**config.mk**
```make
export PLATFORM = sky130hd
export DESIGN_NAME = xgemac_wb_arbiter
export DESIGN_NICKNAME = d
export VERILOG_FILES = /design/src/rtl/xgemac_wb_pkg.sv /design/src/rtl/xgemac_rr_arb2.sv /design/src/rtl/xgemac_wb_arbiter.sv
export SDC_FILE = /design/constraint.sdc
export NUM_CORES = 1
export LEC_CHECK = 0
export CELL_PAD_IN_SITES_DETAIL_PLACEMENT = 0
export CELL_PAD_IN_SITES_GLOBAL_PLACEMENT = 2
export CORE_MARGIN = 2
export CORE_UTILIZATION = 23
export DETAILED_ROUTE_END_ITERATION = 8
export GPL_TIMING_DRIVEN = 0
export PLACE_DENSITY = 0.88
export SETUP_SLACK_MARGIN = 0.3
export SLEW_MARGIN = 10
export SYNTH_ARGS = -nofsm -noshare
export SYNTH_HDL_FRONTEND = slang
export SYNTH_SLANG_ARGS = --single-unit
```
**constraint.sdc**
```tcl
create_clock -name wb_clk_i -period 1.95 [get_ports wb_clk_i]
set_input_delay 0.2925 -clock wb_clk_i [delete_from_list [all_inputs] [get_ports wb_clk_i]]
set_output_delay 0.2925 -clock wb_clk_i [all_outputs]
set_load 0.01 [all_outputs]
```
**src/rtl/xgemac_wb_pkg.sv**
```systemverilog
`default_nettype none
// ============================================================================
// Module   : xgemac_wb_pkg
// Purpose  : Shared definitions for the XGEMAC Wishbone arbiter slice:
//            bus width defaults, ack timeout default, wait-counter width
//            and the arbiter FSM state encoding.
// Ports    : none (package)
// Revision : 1.0 - initial release
// ============================================================================
package xgemac_wb_pkg;

   localparam int WB_ADDR_WIDTH = 8;
   localparam int WB_DATA_WIDTH = 32;
   localparam int WB_TIMEOUT    = 16;

   // Wide enough for the largest legal TIMEOUT (255).
   localparam int WB_CNT_W      = 8;

   typedef enum logic [1:0] {
      ST_IDLE  = 2'd0,
      ST_CYCLE = 2'd1,
      ST_RESP  = 2'd2
   } wb_state_t;

endpackage : xgemac_wb_pkg
`default_nettype wire

```
**src/rtl/xgemac_rr_arb2.sv**
```systemverilog
`default_nettype none
// ============================================================================
// Module   : xgemac_rr_arb2
// Purpose  : Two-way round-robin grant. A lone request always wins; when
//            both request, the one that was not granted last wins.
// Ports    : req_i   [1:0] in  - request vector (bit n = requester n)
//            last_i        in  - index of the requester granted last
//            grant_o [1:0] out - one-hot grant (zero when no request)
// Revision : 1.0 - initial release
// ============================================================================
module xgemac_rr_arb2 (
   input  logic [1:0] req_i,
   input  logic       last_i,
   output logic [1:0] grant_o
);

   always_comb begin
      grant_o = 2'b00;
      case (req_i)
         2'b01:   grant_o = 2'b01;
         2'b10:   grant_o = 2'b10;
         2'b11:   grant_o = last_i ? 2'b01 : 2'b10;
         default: grant_o = 2'b00;
      endcase
   end

endmodule : xgemac_rr_arb2
`default_nettype wire

```
**src/rtl/xgemac_wb_arbiter.sv**
```systemverilog
`default_nettype none
// ============================================================================
// Module   : xgemac_wb_arbiter
// Purpose  : Shares one Wishbone master port to the XGEMAC register block
//            between two requesters. One bus cycle at a time, round-robin
//            arbitration, ack timeout with error response.
// Ports    : wb_clk_i / wb_rst_i       - clock, async active-low reset
//            req_valid/req_we [1:0]    - per-requester request and direction
//            req_addr/req_wdata        - packed per-requester address/data
//            req_ready [1:0]           - accept pulse to granted requester
//            rsp_valid [1:0]           - completion pulse to owner
//            rsp_rdata / rsp_err       - read data / timeout flag
//            wb_*_o                    - Wishbone master outputs
//            wb_ack_i / wb_dat_i       - Wishbone slave responses
// Revision : 1.0 - initial release
// ============================================================================
module xgemac_wb_arbiter
   import xgemac_wb_pkg::*;
#(
   parameter int ADDR_W  = WB_ADDR_WIDTH,
   parameter int DATA_W  = WB_DATA_WIDTH,
   parameter int TIMEOUT = WB_TIMEOUT
) (
   input  logic                wb_clk_i,
   input  logic                wb_rst_i,
   input  logic [1:0]          req_valid,
   input  logic [1:0]          req_we,
   input  logic [2*ADDR_W-1:0] req_addr,
   input  logic [2*DATA_W-1:0] req_wdata,
   output logic [1:0]          req_ready,
   output logic [1:0]          rsp_valid,
   output logic [DATA_W-1:0]   rsp_rdata,
   output logic                rsp_err,
   output logic [ADDR_W-1:0]   wb_adr_o,
   output logic [DATA_W-1:0]   wb_dat_o,
   output logic                wb_we_o,
   output logic                wb_cyc_o,
   output logic                wb_stb_o,
   input  logic                wb_ack_i,
   input  logic [DATA_W-1:0]   wb_dat_i
);

   localparam logic [WB_CNT_W-1:0] TMO_LAST = WB_CNT_W'(TIMEOUT - 1);

   wb_state_t           state_q, state_d;
   logic [WB_CNT_W-1:0] cnt_q, cnt_d;
   logic                last_q, last_d;
   logic                owner_q, owner_d;
   logic                we_q, we_d;
   logic [ADDR_W-1:0]   adr_q, adr_d;
   logic [DATA_W-1:0]   dat_q, dat_d;
   logic                cyc_q, cyc_d;
   logic [1:0]          rsp_valid_q, rsp_valid_d;
   logic [DATA_W-1:0]   rdata_q, rdata_d;
   logic                err_q, err_d;

   logic [1:0]          w_grant;
   logic [1:0]          w_ready;
   logic                w_idx;

   xgemac_rr_arb2 u_rr (
      .req_i   (req_valid),
      .last_i  (last_q),
      .grant_o (w_grant)
   );

   // The accept pulse is the only combinational output: it must appear in
   // the same cycle the request is sampled. Gating with reset keeps it low
   // while the block is held in reset.
   assign w_ready = (state_q == ST_IDLE && wb_rst_i) ? w_grant : 2'b00;
   assign w_idx   = w_grant[1];

   always_ff @(posedge wb_clk_i or negedge wb_rst_i) begin
      if (!wb_rst_i) begin
         state_q     <= ST_IDLE;
         cnt_q       <= '0;
         last_q      <= 1'b1;   // requester 0 has priority after reset
         owner_q     <= 1'b0;
         we_q        <= 1'b0;
         adr_q       <= '0;
         dat_q       <= '0;
         cyc_q       <= 1'b0;
         rsp_valid_q <= 2'b00;
         rdata_q     <= '0;
         err_q       <= 1'b0;
      end else begin
         state_q     <= state_d;
         cnt_q       <= cnt_d;
         last_q      <= last_d;
         owner_q     <= owner_d;
         we_q        <= we_d;
         adr_q       <= adr_d;
         dat_q       <= dat_d;
         cyc_q       <= cyc_d;
         rsp_valid_q <= rsp_valid_d;
         rdata_q     <= rdata_d;
         err_q       <= err_d;
      end
   end

   always_comb begin
      state_d     = state_q;
      cnt_d       = cnt_q;
      last_d      = last_q;
      owner_d     = owner_q;
      we_d        = we_q;
      adr_d       = adr_q;
      dat_d       = dat_q;
      cyc_d       = 1'b0;
      // Response fields default to zero so they are single-cycle pulses.
      rsp_valid_d = 2'b00;
      rdata_d     = '0;
      err_d       = 1'b0;

      case (state_q)
         ST_IDLE: begin
            if (|w_ready) begin
               state_d = ST_CYCLE;
               cyc_d   = 1'b1;
               cnt_d   = '0;
               owner_d = w_idx;
               last_d  = w_idx;
               we_d    = w_idx ? req_we[1] : req_we[0];
               adr_d   = w_idx ? req_addr[ADDR_W +: ADDR_W]
                               : req_addr[0 +: ADDR_W];
               dat_d   = w_idx ? req_wdata[DATA_W +: DATA_W]
                               : req_wdata[0 +: DATA_W];
            end
         end

         ST_CYCLE: begin
            cyc_d = 1'b1;
            // Ack takes precedence, so an ack arriving on the last allowed
            // count still completes normally.
            if (wb_ack_i) begin
               cyc_d       = 1'b0;
               state_d     = ST_RESP;
               rsp_valid_d = owner_q ? 2'b10 : 2'b01;
               rdata_d     = we_q ? '0 : wb_dat_i;
            end else if (cnt_q == TMO_LAST) begin
               cyc_d       = 1'b0;
               state_d     = ST_RESP;
               rsp_valid_d = owner_q ? 2'b10 : 2'b01;
               err_d       = 1'b1;
            end else begin
               cnt_d = cnt_q + 1'b1;
            end
         end

         ST_RESP: begin
            state_d = ST_IDLE;
         end

         default: begin
            state_d = ST_IDLE;
         end
      endcase
   end

   assign req_ready = w_ready;
   assign rsp_valid = rsp_valid_q;
   assign rsp_rdata = rdata_q;
   assign rsp_err   = err_q;
   assign wb_adr_o  = adr_q;
   assign wb_dat_o  = dat_q;
   assign wb_we_o   = we_q;
   assign wb_cyc_o  = cyc_q;
   assign wb_stb_o  = cyc_q;

endmodule : xgemac_wb_arbiter
`default_nettype wire
```
# Word-level counts from Yosys, hierarchy flattened
# Index checks and enable logic that the tools add are counted.
[classes]
mux = 28
addsub = 1
n_eq_ne = 9
n_reduce_logical = 7
[ops]
columns = ["operator", "n"]
rows = [
  ["$mux W32", 4],
  ["$mux W8", 4],
  ["$mux W2", 9],
  ["$pmux W8 S2", 1],
  ["$add A8 B1 Y8 const B", 1],
  ["$eq A8 B4 Y1 const B", 1],
  ["$mux W1", 7],
  ["$pmux W2 S3", 1],
  ["$eq A2 B1 Y1 const B", 2],
  ["$eq A2 B2 Y1 const B", 2],
  ["$ne A2 B2 Y1 const B", 2],
  ["$pmux W2 S2", 1],
  ["$reduce_and A2 Y1", 2],
  ["$reduce_and A4 Y1", 1],
  ["$ne A3 B3 Y1 const B", 1],
  ["$logic_not A2 Y1", 1],
  ["$ne A2 B1 Y1 const B", 1],
  ["$pmux W1 S2", 1],
  ["$reduce_bool A2 Y1", 1],
  ["$reduce_or A2 Y1", 1],
  ["$logic_and A1 B1 Y1", 1],
]
[totals]
out_inout_bits = 80
inputBits = 119
elab_cells = 56
register_bits = 89

# Logic depth before layout (Yosys ltp)
[depth]
depth_word = 6
ltp_mapped = 6

# Modules after synthesis
# A second synthesis with hierarchy kept.
[hier_totals]
cells_unflattened = 320
hier_area_um2 = 3617.2
[by_module_without_submodules]
columns = ["mod", "instances", "cells_per_inst", "area_per_inst_um2"]
rows = [
  ["xgemac_wb_arbiter", 1, 317, 3598.5],
  ["xgemac_rr_arb2", 1, 3, 18.8],
]

# Worst setup path before layout
# No wires, ideal clock.
[synth_timing]
path_type = "register to register"
startpoint = "reg cnt_q[0]"
endpoint = "reg cnt_q[4]"
setup_time_ps = 127
n_path_buf = 1
path_slack_ps = 382
path_stages_with_launch = 7
arrival_ps = 1441
t_required_ps = 1823
cell_sequence = "dfrtp_1 ha_1 and3_4 buf_6 a211o_4 a21oi_2 mux2i_1"
[synth_via]
elab_chain_cells = 4
[synth_rtl]
columns = ["element", "line", "text"]
rows = [
  ["from (decl)", "xgemac_wb_arbiter.sv:46", "logic [WB_CNT_W-1:0] cnt_q, cnt_d;"],
  ["from (signal assigned)", "xgemac_wb_arbiter.sv:88", "cnt_q <= cnt_d;"],
  ["$add A8 B1 Y8", "xgemac_wb_arbiter.sv:146", "cnt_d = cnt_q + 1'b1;"],
  ["$mux W8", "xgemac_wb_arbiter.sv:140", "end else if (cnt_q == TMO_LAST) begin"],
  ["$mux W8", "xgemac_wb_arbiter.sv:135", "if (wb_ack_i) begin"],
  ["$pmux W8 S2", "xgemac_wb_arbiter.sv:115", "case (state_q)"],
]
# Several ways; a longest one is shown, not always the timed one. The select of a mux whose other input is x is not followed.
# A chain may end at the register's enable or synchronous reset.

# Worst setup path after layout
[layout_timing]
startpoint = "reg state_q[1]"
endpoint = "out req_ready[1]"
[layout_via]
elab_chain_cells = 3
[layout_rtl]
columns = ["element", "line", "text"]
rows = [
  ["from (decl)", "xgemac_wb_arbiter.sv:45", "wb_state_t state_q, state_d;"],
  ["from (signal assigned)", "xgemac_wb_arbiter.sv:87", "state_q <= state_d;"],
  ["$logic_not A2 Y1", "xgemac_wb_arbiter.sv:70", "assign w_ready = (state_q == ST_IDLE && wb_rst_i) ? w_grant : 2'b00;"],
  ["$logic_and A1 B1 Y1", "xgemac_wb_arbiter.sv:70", ""],
  ["$mux W2", "xgemac_wb_arbiter.sv:70", ""],
  ["to (decl)", "xgemac_wb_arbiter.sv:30", "output logic [1:0] req_ready,"],
]
# Every way passes these cells.

==> impl_metrics.yaml <==
global_route:
  wire_length_of_the_first_global_routing_pass_um: 18660
  antenna_violations_before_repair: 0
  grt_start_max_net_pins: 36
  grt_usage_pct: 13.63
  grt_pass1_vias: 3424
  grt_remaining_overflow: 0
timing:
  worst_slack_ns: 0.2732
  rsz0062_at_grt: "true"
  hold_viol: 0
  hold_slack_ns: 0.02664
  final.min_clock_period_ns: 1.677
  actual_slew_at_the_worst_max_slew_pin_ns: 0.4022
  slew_viol_final: 0
  setup_skew_ns: 0.006707
  achievable-frequency_ghz: 0.5964
  count_of_final_setup_violators: 0
  min_period_over_period_pct: 85.99
  fin_setup_tns_ns: 0
  slew_headroom_pct: 72.99
route:
  drtAntennaViolNets: 0
  drt_drc_violations_left: 0
  via_count: 3139
  drt_first_pass_iters: 4
  wire_per_inst_um: 14.95
  drt-initial-drc-count: 57
  route.final.wire_length_um: 11420
  route.detailed.vias_per_inst: 4.109
run:
  cap_violations: 0
worst_setup_path:
  register_to_register_setup_slack_ns: 0.36
  critical_path_peak_fanout: 3
  r2r-start: "cnt_q[0]"
  timing.rr.end: "cnt_q[4]"
  r2r.worst_path.cells: 6
  start_kind: "flip-flop"
  setup.worst_path.class: "reg2out"
  timing.critical_path.arrival_ns: 1.38
  timing.critical_path.to_type: "output port"
  cp.required_ns: 1.66
min_path:
  hold_class: "in2async"
placement:
  numPortBuffers: 198
  dp_slack_ns: -0.6272
  hpwlAfterDp_um: 8589
  dp.cells: 731
  finalWeightedCongestion: 0.7666
yosys:
  synth_cells: 316
  post_synth_main_area_contributors: "sky130_fd_sc_hd__dfrtp_1, sky130_fd_sc_hd__mux2i_1, sky130_fd_sc_hd__and2_1"
  synth_sequential_area_ratio_pct: 59.65
  post_synth_most_frequent_cells: "sky130_fd_sc_hd__dfrtp_1, sky130_fd_sc_hd__nand2_1, sky130_fd_sc_hd__mux2i_1"
  netlist.area_leader.share_pct: 58.94
  yosysUniqueCellTypes: 32
  syn_area_per_cell_um2: 11.82
  post_syn_area_um2: 3736
  synth_edf_count: 0
  ys_seq_elements: 89
  asyncSetResetFlopFracSynth_pct: 100.0
  synthesis_warning_total: 0
  synth_top_flop_cell: "sky130_fd_sc_hd__dfrtp_1"
  yosysMostFrequentCell: "sky130_fd_sc_hd__dfrtp_1"
  synthesized_nets: 436
  netlist.top_cell.by_area: "sky130_fd_sc_hd__dfrtp_1"
cts:
  clock_sinks: 89
  tritoncts.num_buffers: 9
  longest_clk_path_bufs: 2
  clk_pin_slew_worst_paths_ns: 0.07
  clk_root_buffer_cell: "sky130_fd_sc_hd__clkbuf_16"
  htreeDepth: 3
  clock_tree_from_tritoncts: "done"
  worst_skew_pair_latency_ns: 0.34
floorplanning:
  core_area_um2: 15890
  floorplan.io_pins: 199
  die_width_um: 131.5
  rows: 46
  chipHeight_um: 131.5
  floorplan.initialDensity_pct: 23.52
  fp.dieArea_um2: 17280
finish:
  antenna-diode-count: 0
  drive_gt1_share_pct: 13.32
  final_cells: 764
  fillers: 1530
  syn_to_final_growth_pct: 75.18
  final_net_count: 663
power:
  power-per-cell-area_nw_per_um2: 997.3
  ir_drop_mv: 0.4708
  p_leak_uw: 0.002906
outcome:
  status: "finished clean"
state kept, by name, summed over array words and instances (netlist names), 2 cells and up:
register	flops
rsp_valid	2
state_q	2
wb_adr_o	8
rsp_rdata	32
wb_dat_o	32
cnt_q	8
placed cells by master (no fill, tap or decap), types with 2 or more instances in the layout:
master,synthesis,layout
sky130_fd_sc_hd__a21o_1,2,2
sky130_fd_sc_hd__a21oi_1,4,4
sky130_fd_sc_hd__a21oi_2,4,4
sky130_fd_sc_hd__and2_1,34,33
sky130_fd_sc_hd__and3_1,2,2
sky130_fd_sc_hd__buf_12,0,4
sky130_fd_sc_hd__buf_2,4,8
sky130_fd_sc_hd__buf_4,2,12
sky130_fd_sc_hd__buf_6,8,7
sky130_fd_sc_hd__buf_8,0,2
sky130_fd_sc_hd__clkbuf_16,0,9
sky130_fd_sc_hd__clkbuf_2,0,4
sky130_fd_sc_hd__clkdlybuf4s50_1,0,192
sky130_fd_sc_hd__dfrtp_1,88,87
sky130_fd_sc_hd__dlygate4sd2_1,0,3
sky130_fd_sc_hd__dlygate4sd3_1,0,2
sky130_fd_sc_hd__inv_6,0,3
sky130_fd_sc_hd__inv_8,0,2
sky130_fd_sc_hd__mux2i_1,43,43
sky130_fd_sc_hd__nand2_1,47,47
sky130_fd_sc_hd__nand2b_1,2,2
sky130_fd_sc_hd__nand3_1,5,4
sky130_fd_sc_hd__nor2_1,3,3
sky130_fd_sc_hd__nor3_1,2,2
sky130_fd_sc_hd__nor3b_4,1,2
sky130_fd_sc_hd__o21a_1,4,4
sky130_fd_sc_hd__o21ai_1,42,42
how the worst max path moves through the flow:
| stage | from | endpoint | slack (ns) | depth (start not counted) |
|---|---|---|---|---|
| after floorplan | cnt_q[0] | cnt_q[4] | 0.38 | 6 |
| after global placement | wb_rst_i | req_ready[0] | -3.59 | 5 |
| after detailed placement | wb_rst_i | req_ready[0] | -0.63 | 6 |
| after CTS | state_q[1] | req_ready[1] | 0.24 | 4 |
| after global routing | state_q[1] | req_ready[1] | 0.18 | 4 |
| final | state_q[1] | req_ready[1] | 0.27 | 4 |
critical path: stages (launching register included):
cell	delay (ns)
sky130_fd_sc_hd__dfrtp_1	0.42
sky130_fd_sc_hd__nor3b_4	0.24
sky130_fd_sc_hd__buf_4	0.14
sky130_fd_sc_hd__and2_4	0.14
sky130_fd_sc_hd__buf_6	0.10
power breakdown:
group	leakage, µW	internal (µW)	switching (µW)	total [µW]
combinational	0.00161	1340	981	2320
clock	0.000141	893	785	1680
sequential	0.00116	2290	241	2530
what timing repair did:
action,in CTS,in global routing
endpoints found under the hold margin,35,0
hold buffers,5,0
cloned,2,0
pin swaps,2,2
setup endpoints to repair,53,47
buffers inserted,7,3
resized for setup,25,10
routing by layer:
| metal | track usage, % | vias up | share of wire [%] |
|---|---|---|---|
| met3 | 6.983 | 7 | 12 |
| met5 | 0 | - | 0 |
| met4 | 3.623 | 0 | 0.97 |
| met2 | 21.79 | 158 | 45 |
| li1 | - | 1516 | - |
| met1 | 16.17 | 1458 | 42 |
cell type report:
class	count	area (µm²)	area share, %
well taps	216	270.3	4.129
repair buffers	216	2205	33.68
plain buffers	20	162.7	2.485
clock buffers	9	225.2	3.441
multi-input cells	206	1388	21.20
clock inverters	7	61.31	0.9367
flip-flops and latches	89	2230	34.07
inverters	1	3.754	0.05735
metrics by stage:
stage | power [µW] | area (µm²) | utilization, %
global route | 6946 | 6545 | 41.20
floorplan | 3455 | 3736 | -
detailed placement | 4808 | 6013 | 37.85
global placement | 4751 | 5988 | 37.70
finish | 6527 | 6545 | 41.20
CTS | 6617 | 6502 | 40.93
logic make-up after synthesis:
group                      share of synthesized area (%)
buffers and inverters                              4.052
xor gates and xnor gates                          0.2345
muxes                                              11.52
adders and majority gates                         0.3348
DFF                                                59.65
AOI/OAI and AO/OA                                  9.544
and+or+nand+nor                                    14.67
No activity file was read; power rests on OpenSTA's default activity.
